[src/rtl/pc_sequencer.sv]
// pc_sequencer: program counter / next-address sequencer driving the return-address stack
//   Sys_Clock, Reset (sync, active-high); Stall, Halt, Resume, Jump, Branch, Cond, Call, Ret,
//   Target, Ret_Add, Stack_Err in; PC (registered), NPPC (PC+1), Stack_Enable, Stack_Write,
//   Halted, Seq_Err out.
module pc_sequencer #(
  parameter logic [7:0] RESET_VECTOR = 8'h00
) (
  input  logic       Sys_Clock,
  input  logic       Reset,
  input  logic       Stall,
  input  logic       Halt,
  input  logic       Resume,
  input  logic       Jump,
  input  logic       Branch,
  input  logic       Cond,
  input  logic       Call,
  input  logic       Ret,
  input  logic [7:0] Target,
  input  logic [7:0] Ret_Add,
  input  logic       Stack_Err,
  output logic [7:0] PC,
  output logic [7:0] NPPC,
  output logic       Stack_Enable,
  output logic       Stack_Write,
  output logic       Halted,
  output logic       Seq_Err
);
  typedef enum logic [1:0] {RUN, RET_WAIT, HALT, ERROR} state_t;
  state_t state, state_nx;
  logic [7:0] pc_nx;
  logic active;
  always_ff @(posedge Sys_Clock) begin
    if (Reset) begin
      state <= RUN;
      PC    <= RESET_VECTOR;
    end else begin
      state <= state_nx;
      PC    <= pc_nx;
    end
  end
  // Stack requests are only issued from an unstalled RUN cycle not preempted by Halt;
  // Ret outranks Call, so a push only happens when Ret is low.
  assign active       = !Reset && state == RUN && !Stall && !Halt;
  assign Stack_Enable = active && (Ret || Call);
  assign Stack_Write  = active && !Ret && Call;
  assign NPPC         = PC + 8'd1;
  assign Halted       = state == HALT;
  assign Seq_Err      = state == ERROR;
  always_comb begin
    state_nx = state;
    pc_nx    = PC;
    case (state)
      RUN: if (!Stall) begin
        if (Halt) state_nx = HALT;
        else if (Ret) state_nx = Stack_Err ? ERROR : RET_WAIT;
        else if (Call) begin
          state_nx = Stack_Err ? ERROR : RUN;
          pc_nx    = Stack_Err ? PC : Target;
        end else pc_nx = (Jump || (Branch && Cond)) ? Target : NPPC;
      end
      RET_WAIT: begin
        state_nx = RUN;
        pc_nx    = Ret_Add;
      end
      HALT: if (Resume) begin
        state_nx = RUN;
        pc_nx    = NPPC;
      end
      default: ;
    endcase
  end
endmodule
[config.mk]
export PLATFORM = sky130hd
export DESIGN_NAME = pc_sequencer
export DESIGN_NICKNAME = d
export VERILOG_FILES = /design/src/rtl/pc_sequencer.sv
export SDC_FILE = /design/constraint.sdc
export NUM_CORES = 1
export LEC_CHECK = 0
export ABC_AREA = 0
export CORE_MARGIN = 1.5
export CORE_UTILIZATION = 41
export CTS_CLUSTER_DIAMETER = 100
export DETAILED_ROUTE_END_ITERATION = 6
export PLACE_DENSITY = 0.81
export SYNTH_ARGS = -nofsm -noshare
export SYNTH_HDL_FRONTEND = slang
export SYNTH_SLANG_ARGS = --single-unit
export TNS_END_PERCENT = 10
[constraint.sdc]
create_clock -name Sys_Clock -period 3.6 [get_ports Sys_Clock]
set_input_delay 0.72 -clock Sys_Clock [delete_from_list [all_inputs] [get_ports Sys_Clock]]
set_output_delay 0.72 -clock Sys_Clock [all_outputs]
set_load 0.05 [all_outputs]
==> flow_metrics.tcl, run 1 <==
set metrics [dict create \
    run_status "completed" \
    postCtsSetupRepairBufs 0 \
    worst_path_largest_cell_delay_ns 0.49 \
    place.port_buffers 46 \
    yosysTopAreaCellShare_pct 23.8 \
    p_switching_w 0.000399 \
    dieWidth_um 48.3 \
    grt.busiest_layer "met2" \
    static_leakage_nw 0.507 \
    synth.cells.most_frequent "nand2_1 (13), dfxtp_1 (10), a21oi_1 (7)" \
    timing.hold.worst.class "flop to flop" \
    number_of_global_route_vias_before_repair 945 \
    holdWs_ns 0.521 \
    floorplan.io_pins 47 \
    power.ir.vdd_worst_mv 0.463 \
    startpoint_type "input pin" \
    number_of_search_and_repair_iterations_in_the_first_detailed_routing_pass 4 \
    grt_usage_pct 24.7 \
    syn_area_um2 840 \
    grt_pass1_wl_um 4010 \
    antenna_found_initial 0 \
    power.share.combinational_pct 64.0 \
    area.growth.synth_to_final_pct 63.0 \
    ys.flop_type "dfxtp_1" \
    final-setup-viol-count 0 \
    cts-hold-fix-buffers 0 \
    maximum_operating_frequency_ghz 0.337 \
    drt_drc_violations_left 0 \
    grt_max_degree 14 \
    category_of_the_most_critical_setup_path "input pin to output port" \
    antenna_violating_nets_post_route 0 \
    setup-tns-final_ns 0 \
    use_met1_pct 30.5 \
    slew_headroom_pct 53.3 \
    cts.htree.levels 1 \
    pwr-share-clk_pct 13.9 \
    via_count_normalized_by_instance_count 5.72 \
    syn_nets 139 \
    design.final.nets 187 \
    yosys.cell_count.top_type "nand2_1" \
    floorplan.die.height_um 48.3 \
    post_synth_main_area_contributors "dfxtp_1 (24%), ha_1 (8.9%), nand2_1 (5.8%), a211oi_1 (5.4%), a21oi_1 (4.2%)" \
    post-route-min-period_ns 2.97 \
    synth_top_area_cell "dfxtp_1" \
    crit_path_end_kind "output port" \
    synth-warning-count 0 \
    dp.final_hpwl_um 2080 \
    drv.max_cap_violation_count 0 \
    cts-root-to-sink-buffers 2 \
    design.core.area_um2 1940 \
    cts_tree "yes" \
    routed-via-count 1029 \
    ctsResizeCount 0 \
    pwr_density_cell_nw_per_um2 567 \
    critical_path_required_ns 2.88 \
    clkSlewWorstSetupHoldPaths_ns 0.08 \
    fin_crit_sh_pct 82.5 \
    fp-row-count 16 \
    switching_share_pct 51.4 \
    insertion_delay_ns 0.27 \
    synthesis.instances 106 \
    drt-total-wl_um 2750 \
    postPlaceCellArea_um2 1330 \
    critical_path_buf_inv_count 2 \
    critPathSlowestCell "nor4b_1" \
    slew_worst_pin_ns 0.700 \
    hold_viol 0 \
    crit_arrival_ns 2.25 \
    post_drt_wl_per_cell_um 15.3 \
    timing.final.max_slew_violations 0 \
    internal_power_w 0.000377 \
    met3_usage_pct 4.44 \
    die_area_um2 2330 \
    number_of_synthesized_register_bits 10 \
    post_route_cell_area_um2 1370 \
    synth.lib_cells_used.distinct 40 \
    path_cells "clkdlybuf4s50_1 -> or3_1 -> nor4b_1 -> buf_12" \
    clockRootBuffer "clkbuf_4" \
    cpLargestDelayFamily "simple AND/OR/NAND/NOR gates" \
    rsz0062_at_grt "false" \
    drive_gt1_share_pct 7.84 \
    cts_inserted_buffers 3 \
    worstPathMaxFanout 3 \
    num_antenna_cells 0 \
    synthesis.area_per_instance_um2 7.92 \
    seq_area_frac_synth_pct 23.8 \
    clock_skew_ns 0.00184 \
    place_congestion 0.793 \
    drt_iter0_markers 24 \
    synth_enable_flop_cells 0 \
    global_route.usage.met2_pct 42.9 \
    clock-sinks 10 \
    gr-total-overflow 0 \
    synth-async-reset-ratio_pct 0 \
    seqPwrFrac_pct 22.1 \
    initial_utilization_pct 43.2 \
]
metrics by stage:
step / power [W] / std cells / utilization [%] / worst slack (ns)
2_1_floorplan: 0.000502 / 106 / - / 0.173
3_3_place_gp: 0.000659 / 176 / 68.6 / 0.694
3_5_place_dp: 0.000667 / 176 / 68.6 / 0.631
4_1_cts: 0.000775 / 180 / 70.5 / 0.623
5_1_grt: 0.000814 / 180 / 70.5 / 0.532
6_report: 0.000776 / 180 / 70.5 / 0.631
tightest hold or removal path, delay by kind of cell, from the launching register on:
| kind | cells | cell delay [ns] |
|---|---|---|
| simple gates | 1 | 0.07 |
| flops | 1 | 0.35 |
| compound gates | 1 | 0.06 |
metal layers:
metal,vias up,routed length (um)
li1,494,-
met4,0,27
met2,51,1320
met5,-,0
met3,4,215
met1,480,1190
area by class of cell:
cell class              instances  area [um2]
clock buffers                   4        36.3
flip-flops and latches         10         200
fillers                       175         573
multi-input cells              85         597
well taps                      27        33.8
inverters                       7        26.3
repair buffers                 47         475
placed cells by master, fill, tap and decap left out, drive strengths merged, types with 3 or more instances in the layout:
| master | instances |
|---|---|
| dfxtp | 10 |
| or3 | 3 |
| a21oi | 7 |
| clkbuf | 4 |
| a221o | 3 |
| nand3 | 5 |
| inv | 7 |
| xnor2 | 4 |
| o21ai | 4 |
| a211oi | 8 |
| nor2 | 6 |
| clkdlybuf4s50 | 44 |
| buf | 3 |
| ha | 6 |
| nand2 | 13 |
worst paths after layout:
kind / end / slack, ns / depth (start not counted) / startpoint
setup / recovery: Stack_Write / 0.63 / 4 / Stall
hold / removal: PC[7]$_SDFFE_PP0P_ / 0.52 / 2 / PC[7]$_SDFFE_PP0P_
setup reg to reg: PC[7]$_SDFFE_PP0P_ / 1.47 / 7 / state[0]$_SDFFE_PP0P_
hold reg to reg: PC[7]$_SDFFE_PP0P_ / 0.52 / 2 / PC[7]$_SDFFE_PP0P_
cell families (layout without fill, tap and decap cells):
kind of cell | Yosys count | after routing | synth area share (%)
buffers and inverters | 11 | 58 | 5.07
and+or+nand+nor | 34 | 34 | 19.4
xor gates and xnor gates | 5 | 5 | 5.22
AOI/OAI and AO/OA | 36 | 36 | 32.5
muxes | 4 | 4 | 5.07
DFF | 10 | 10 | 23.8
adders and majority gates | 6 | 6 | 8.94
power groups by stage:
| stage | Clock, W | Sequential [W] | Combinational [W] |
|---|---|---|---|
| after global routing | 0.000114 | 0.000176 | 0.000524 |
| final | 0.000108 | 0.000172 | 0.000496 |
| after global placement | 0 | 0.000172 | 0.000486 |
| after CTS | 0.000108 | 0.000172 | 0.000495 |
| after floorplan | 0 | 0.000235 | 0.000266 |
| after detailed placement | 0 | 0.000174 | 0.000493 |
flip-flops by register name, indices dropped and copies added, names as in the netlist:
register / cells
PC: 8
state: 2
No activity file was read; power rests on OpenSTA's default activity.
==> inputs of run 2 (changes only) <==
Settings changed: CORE_UTILIZATION 41 to 38, PLACE_DENSITY 0.81 to 0.75.
Clock period 3.6 ns to 2.8 ns, I/O delays scaled along.
==> run 2 against run 1 <==
Design area rose by 2.0%; critical path type is now flop to output port; via count fell by 1.6%; critical endpoint is now NPPC[6]; highest routed layer unchanged; utilization fell by 1.4 points; die area rose by 7.4%; cell count rose by 1.1%.
==> flow_metrics.tcl, run 2 (synthesized netlist as in run 1, its figures left out) <==
set metrics [dict create \
    timing.hold.worst.class "flop to flop" \
    dp.cells 179 \
    static_leakage_nw 0.537 \
    crit_arrival_ns 2.11 \
    dieWidth_um 50.0 \
    setup-tns-final_ns 0 \
    gr-total-overflow 0 \
    clock_skew_ns 0.00370 \
    slew_worst_pin_ns 0.537 \
    via_count_normalized_by_instance_count 5.57 \
    internal_power_w 0.000466 \
    clkSlewWorstSetupHoldPaths_ns 0.06 \
    switching_share_pct 51.7 \
    pwr_density_cell_nw_per_um2 692 \
    pwr-share-clk_pct 10.0 \
    power.ir.vdd_worst_mv 0.544 \
    floorplan.die.height_um 50.0 \
    startpoint_of_the_lowest_slack_register_to_register_path "state[0]$_SDFFE_PP0P_" \
    whs_endpoint "state[1]$_SDFFE_PP0P_" \
    rsz0062_at_grt "false" \
    drive_gt1_share_pct 10.3 \
    cts-root-to-sink-buffers 2 \
    max_flop_register "PC" \
    insertion_delay_ns 0.26 \
    hold_start "state[1]$_SDFFE_PP0P_" \
    global_route.usage.met2_pct 39.9 \
    power.share.combinational_pct 67.8 \
    area.growth.synth_to_final_pct 66.3 \
    worst_slack_ns 0.133 \
    clock-sinks 10 \
    largest_registers "PC x8, state x2" \
    cts_tree "yes" \
    timing.final.max_slew_violations 0 \
    use_met1_pct 29.9 \
    drv.max_cap_violation_count 0 \
    fin_cells 182 \
    post-route-min-period_ns 2.67 \
    number_of_search_and_repair_iterations_in_the_first_detailed_routing_pass 4 \
    antenna_violating_nets_post_route 0 \
    slew_headroom_pct 63.7 \
    met3_usage_pct 4.55 \
    hold_viol 0 \
    worstPathMaxFanout 6 \
    maximum_operating_frequency_ghz 0.375 \
    grt_pass1_wl_um 4490 \
    drt-total-wl_um 2700 \
    r2r_cells 7 \
    ff2ff_setup_slack_ns 0.71 \
    fill_cells 172 \
    startpoint_type "flop" \
    die_area_um2 2500 \
    number_of_global_route_vias_before_repair 957 \
    cts.htree.levels 1 \
    clockRootBuffer "clkbuf_4" \
    grt_max_degree 14 \
    largest_reg_flops 8 \
    p_switching_w 0.000499 \
    critical_path_required_ns 2.24 \
    category_of_the_most_critical_setup_path "flop to output port" \
    fin_crit_sh_pct 95.3 \
    place.port_buffers 46 \
    grt_usage_pct 23.4 \
    design.final.nets 190 \
    seqPwrFrac_pct 22.2 \
    drt_iter0_markers 24 \
    initial_utilization_pct 41.5 \
    preCtsSetupSlack_ns 0.225 \
    final_common_cell "clkdlybuf4s50_1" \
    run_status "completed" \
    routed-via-count 1013 \
    floorplan.io_pins 47 \
    crit_path_end_kind "output port" \
    total_power_w 0.000966 \
    post_drt_wl_per_cell_um 14.9 \
    drt_drc_violations_left 0 \
    worstReg2RegEnd "state[0]$_SDFFE_PP0P_" \
    holdWs_ns 0.517 \
    hold-path-cell-count 2 \
    cts_inserted_buffers 3 \
    postCtsSetupRepairBufs 0 \
    dp.final_hpwl_um 2080 \
    fp-row-count 16 \
    num_antenna_cells 0 \
    grt.busiest_layer "met2" \
    design.core.area_um2 2020 \
    layout_common_cells "clkdlybuf4s50_1 (42), nand2_1 (13), dfxtp_1 (10), a21oi_1 (7)" \
    final-setup-viol-count 0 \
    place_congestion 0.850 \
    antenna_found_initial 0 \
]
-- run 2: repair_timing --
item,4_1_cts,5_1_grt
hold buffers,0,0
resized for setup,0,1
hold endpoints to repair,0,0
endpoints found under the setup margin,0,1
-- run 2: power groups by stage --
stage | sequential (W) | combinational (W) | clock (W)
6_report | 0.000215 | 0.000654 | 0.0000967
5_1_grt | 0.000221 | 0.000692 | 0.000109
4_1_cts | 0.000214 | 0.000656 | 0.000101
3_5_place_dp | 0.000217 | 0.000653 | 0
3_3_place_gp | 0.000216 | 0.000647 | 0
2_1_floorplan | 0.000303 | 0.000343 | 0
-- run 2: how the worst max path moves through the flow --
| stage | endpoint | cells past startpoint | startpoint |
|---|---|---|---|
| floorplan | Stack_Enable | 5 | state[0]$_SDFFE_PP0P_ |
| global placement | PC[7]$_SDFFE_PP0P_ | 6 | Halt |
| detailed placement | PC[7]$_SDFFE_PP0P_ | 6 | Halt |
| CTS | NPPC[4] | 4 | PC[0]$_SDFFE_PP0P_ |
| global route | NPPC[6] | 4 | PC[0]$_SDFFE_PP0P_ |
| finish | NPPC[6] | 4 | PC[0]$_SDFFE_PP0P_ |
-- run 2: layout make-up --
cell class	count	area, um2	share of cell area, %
tap	27	33.8	2.42
timing repair buffer	50	510	36.6
sequential	10	200	14.3
clock buffer	3	22.5	1.61
multi-input combinational	85	603	43.2
inverter	7	26.3	1.88
-- run 2: per-stage QoR --
| step | utilization [%] | cell area (um2) |
|---|---|---|
| 4_1_cts | 68.9 | 1390 |
| 2_1_floorplan | - | 846 |
| 3_5_place_dp | 67.8 | 1370 |
| 5_1_grt | 69.1 | 1400 |
| 6_report | 69.1 | 1400 |
| 3_3_place_gp | 67.8 | 1370 |
-- run 2: worst max-delay path: stages (launching register included) --
cell	delay [ns]
dfxtp_1	0.44
ha_1	0.27
nand2_1	0.09
xnor2_1	0.20
clkdlybuf4s50_1	0.84
-- run 2: metal layers --
metal	up-vias	wire, um
li1	506	-
met1	468	1180
met2	37	1330
met3	2	163
met4	0	23
met5	-	0
==> inputs of run 3 (changes only) <==
Settings changed: PLACE_DENSITY 0.75 to 0.79.
==> run 3 against run 2 <==
Utilization increased by 0.68 points; sequential power about the same; cell count increased by 0.55%; sequential share of layout area decreased by 0.14 points; first-iteration DRC count increased by 58%; global-route usage decreased by 0.53 points; setup slack improved by 0.0040 ns; combinational power about the same; critical path depth unchanged; die area unchanged; routed wire length decreased by 2.8%; power increased by 3.7%; critical path type unchanged; largest cell class unchanged.
==> flow_metrics.tcl, run 3 (synthesized netlist as in run 1, its figures left out) <==
set metrics [dict create \
    floorplan.io_pins 47 \
    category_of_the_most_critical_setup_path "flop to output port" \
    critPathSlowestCell "clkdlybuf4s50_1" \
    path_cells "ha_1 -> nand2_1 -> xnor2_1 -> clkdlybuf4s50_1" \
    floorplan.die.height_um 50.0 \
    crit_path_end_kind "output port" \
    rsz0062_at_grt "false" \
    critical_path_required_ns 2.24 \
    crit_arrival_ns 2.10 \
    via_count_normalized_by_instance_count 5.68 \
    cts_tree "yes" \
    drt_iter0_markers 38 \
    number_of_search_and_repair_iterations_in_the_first_detailed_routing_pass 4 \
    clockRootBuffer "clkbuf_4" \
    maximum_operating_frequency_ghz 0.375 \
    num_antenna_cells 0 \
    timing.final.max_slew_violations 0 \
    slew_worst_pin_ns 0.622 \
    final-setup-viol-count 0 \
    place.port_buffers 46 \
    dieWidth_um 50.0 \
    fin_cells 183 \
    area.growth.synth_to_final_pct 68.0 \
    pwr-share-clk_pct 13.1 \
    largest_reg_flops 8 \
    antenna_found_initial 0 \
    clock_skew_ns 0.00166 \
    fp-row-count 16 \
    clkSlewWorstSetupHoldPaths_ns 0.07 \
    final_common_cell "clkdlybuf4s50_1" \
    internal_power_w 0.000496 \
    cts-hold-fix-buffers 0 \
    design.core.area_um2 2020 \
    power.share.combinational_pct 65.4 \
    drt-total-wl_um 2630 \
    grt_max_degree 14 \
    hold_viol 0 \
    fill_cells 173 \
    worstPathMaxFanout 6 \
    total_power_w 0.00100 \
    timing.hold.worst.class "flop to flop" \
    routed-via-count 1040 \
    static_leakage_nw 0.544 \
    max_flop_register "PC" \
    post-route-min-period_ns 2.66 \
    drive_gt1_share_pct 10.9 \
    dp.cells 179 \
    design.final.nets 190 \
    die_area_um2 2500 \
    setup-tns-final_ns 0 \
    holdWs_ns 0.519 \
    worst_path_largest_cell_delay_ns 0.84 \
    run_status "completed" \
    seqPwrFrac_pct 21.6 \
    grt_pass1_wl_um 4500 \
    dp.final_hpwl_um 2060 \
    largest_registers "PC x8, state x2" \
    place_congestion 0.844 \
    initial_utilization_pct 41.5 \
    cts.htree.levels 1 \
    gr-total-overflow 0 \
    post_drt_wl_per_cell_um 14.4 \
    postCtsSetupRepairBufs 0 \
    layout_common_cells "clkdlybuf4s50_1 (42), nand2_1 (13), dfxtp_1 (10), a21oi_1 (7)" \
    number_of_global_route_vias_before_repair 966 \
    pwr_density_cell_nw_per_um2 710 \
    drt_drc_violations_left 0 \
    clock-sinks 10 \
    slew_headroom_pct 58.0 \
    p_switching_w 0.000505 \
    grt_usage_pct 22.8 \
    insertion_delay_ns 0.26 \
    startpoint_type "flop" \
    switching_share_pct 50.4 \
    drv.max_cap_violation_count 0 \
    antenna_violating_nets_post_route 0 \
    cts-root-to-sink-buffers 2 \
    fin_crit_sh_pct 95.1 \
    cts_inserted_buffers 3 \
    power.ir.vdd_worst_mv 0.503 \
]
==> run 3: final cells by class <==
cell class	instances	area [um2]	area share, %
clock buffers	4	36.3	2.57
multi-input cells	85	603	42.8
well taps	27	33.8	2.40
flip-flops and latches	10	200	14.2
repair buffers	50	510	36.2
inverters	7	26.3	1.86
==> run 3: layer usage <==
layer	up-vias	track usage, %	routed length (um)
li1	507	-	-
met1	476	29.9	1150
met2	57	39.3	1260
met3	0	4.24	218
met4	0	3.24	0
met5	-	0	0
==> run 3: worst paths after layout <==
kind	from	end	slack [ns]	cells after the start
worst max register to register	state[0]$_SDFFE_PP0P_	state[0]$_SDFFE_PP0P_	0.69	7
worst max-delay path	PC[0]$_SDFFE_PP0P_	NPPC[6]	0.14	4
worst min-delay path	state[0]$_SDFFE_PP0P_	state[0]$_SDFFE_PP0P_	0.52	2
worst min register to register	state[0]$_SDFFE_PP0P_	state[0]$_SDFFE_PP0P_	0.52	2
==> run 3: power groups by stage <==
stage,registers [W],logic (W),clock network [W]
floorplan,0.000303,0.000343,0
global placement,0.000217,0.000643,0
detailed placement,0.000219,0.000649,0
CTS,0.000215,0.000651,0.000136
global route,0.000221,0.000694,0.000144
finish,0.000216,0.000654,0.000131
==> run 3: critical path: cells and delay by family, from the launching register on <==
| family | cells | cell delay (ns) |
|---|---|---|
| DFF | 1 | 0.44 |
| and+or+nand+nor | 1 | 0.10 |
| buffers and inverters | 1 | 0.84 |
| adders and majority gates | 1 | 0.26 |
| xor gates and xnor gates | 1 | 0.21 |
==> run 3: per-stage QoR <==
stage,utilization [%],worst slack (ns),instance area [um2]
after floorplan,-,0.0840,846
after global routing,69.7,0.00184,1410
after CTS,69.6,0.0951,1410
final,69.7,0.137,1410
after global placement,67.8,0.322,1370
after detailed placement,67.8,0.252,1370
==> run 3: timing repair <==
item	4_1_cts	5_1_grt
endpoints found under the setup margin	0	1
resized for setup	0	1
endpoints found under the hold margin	0	0
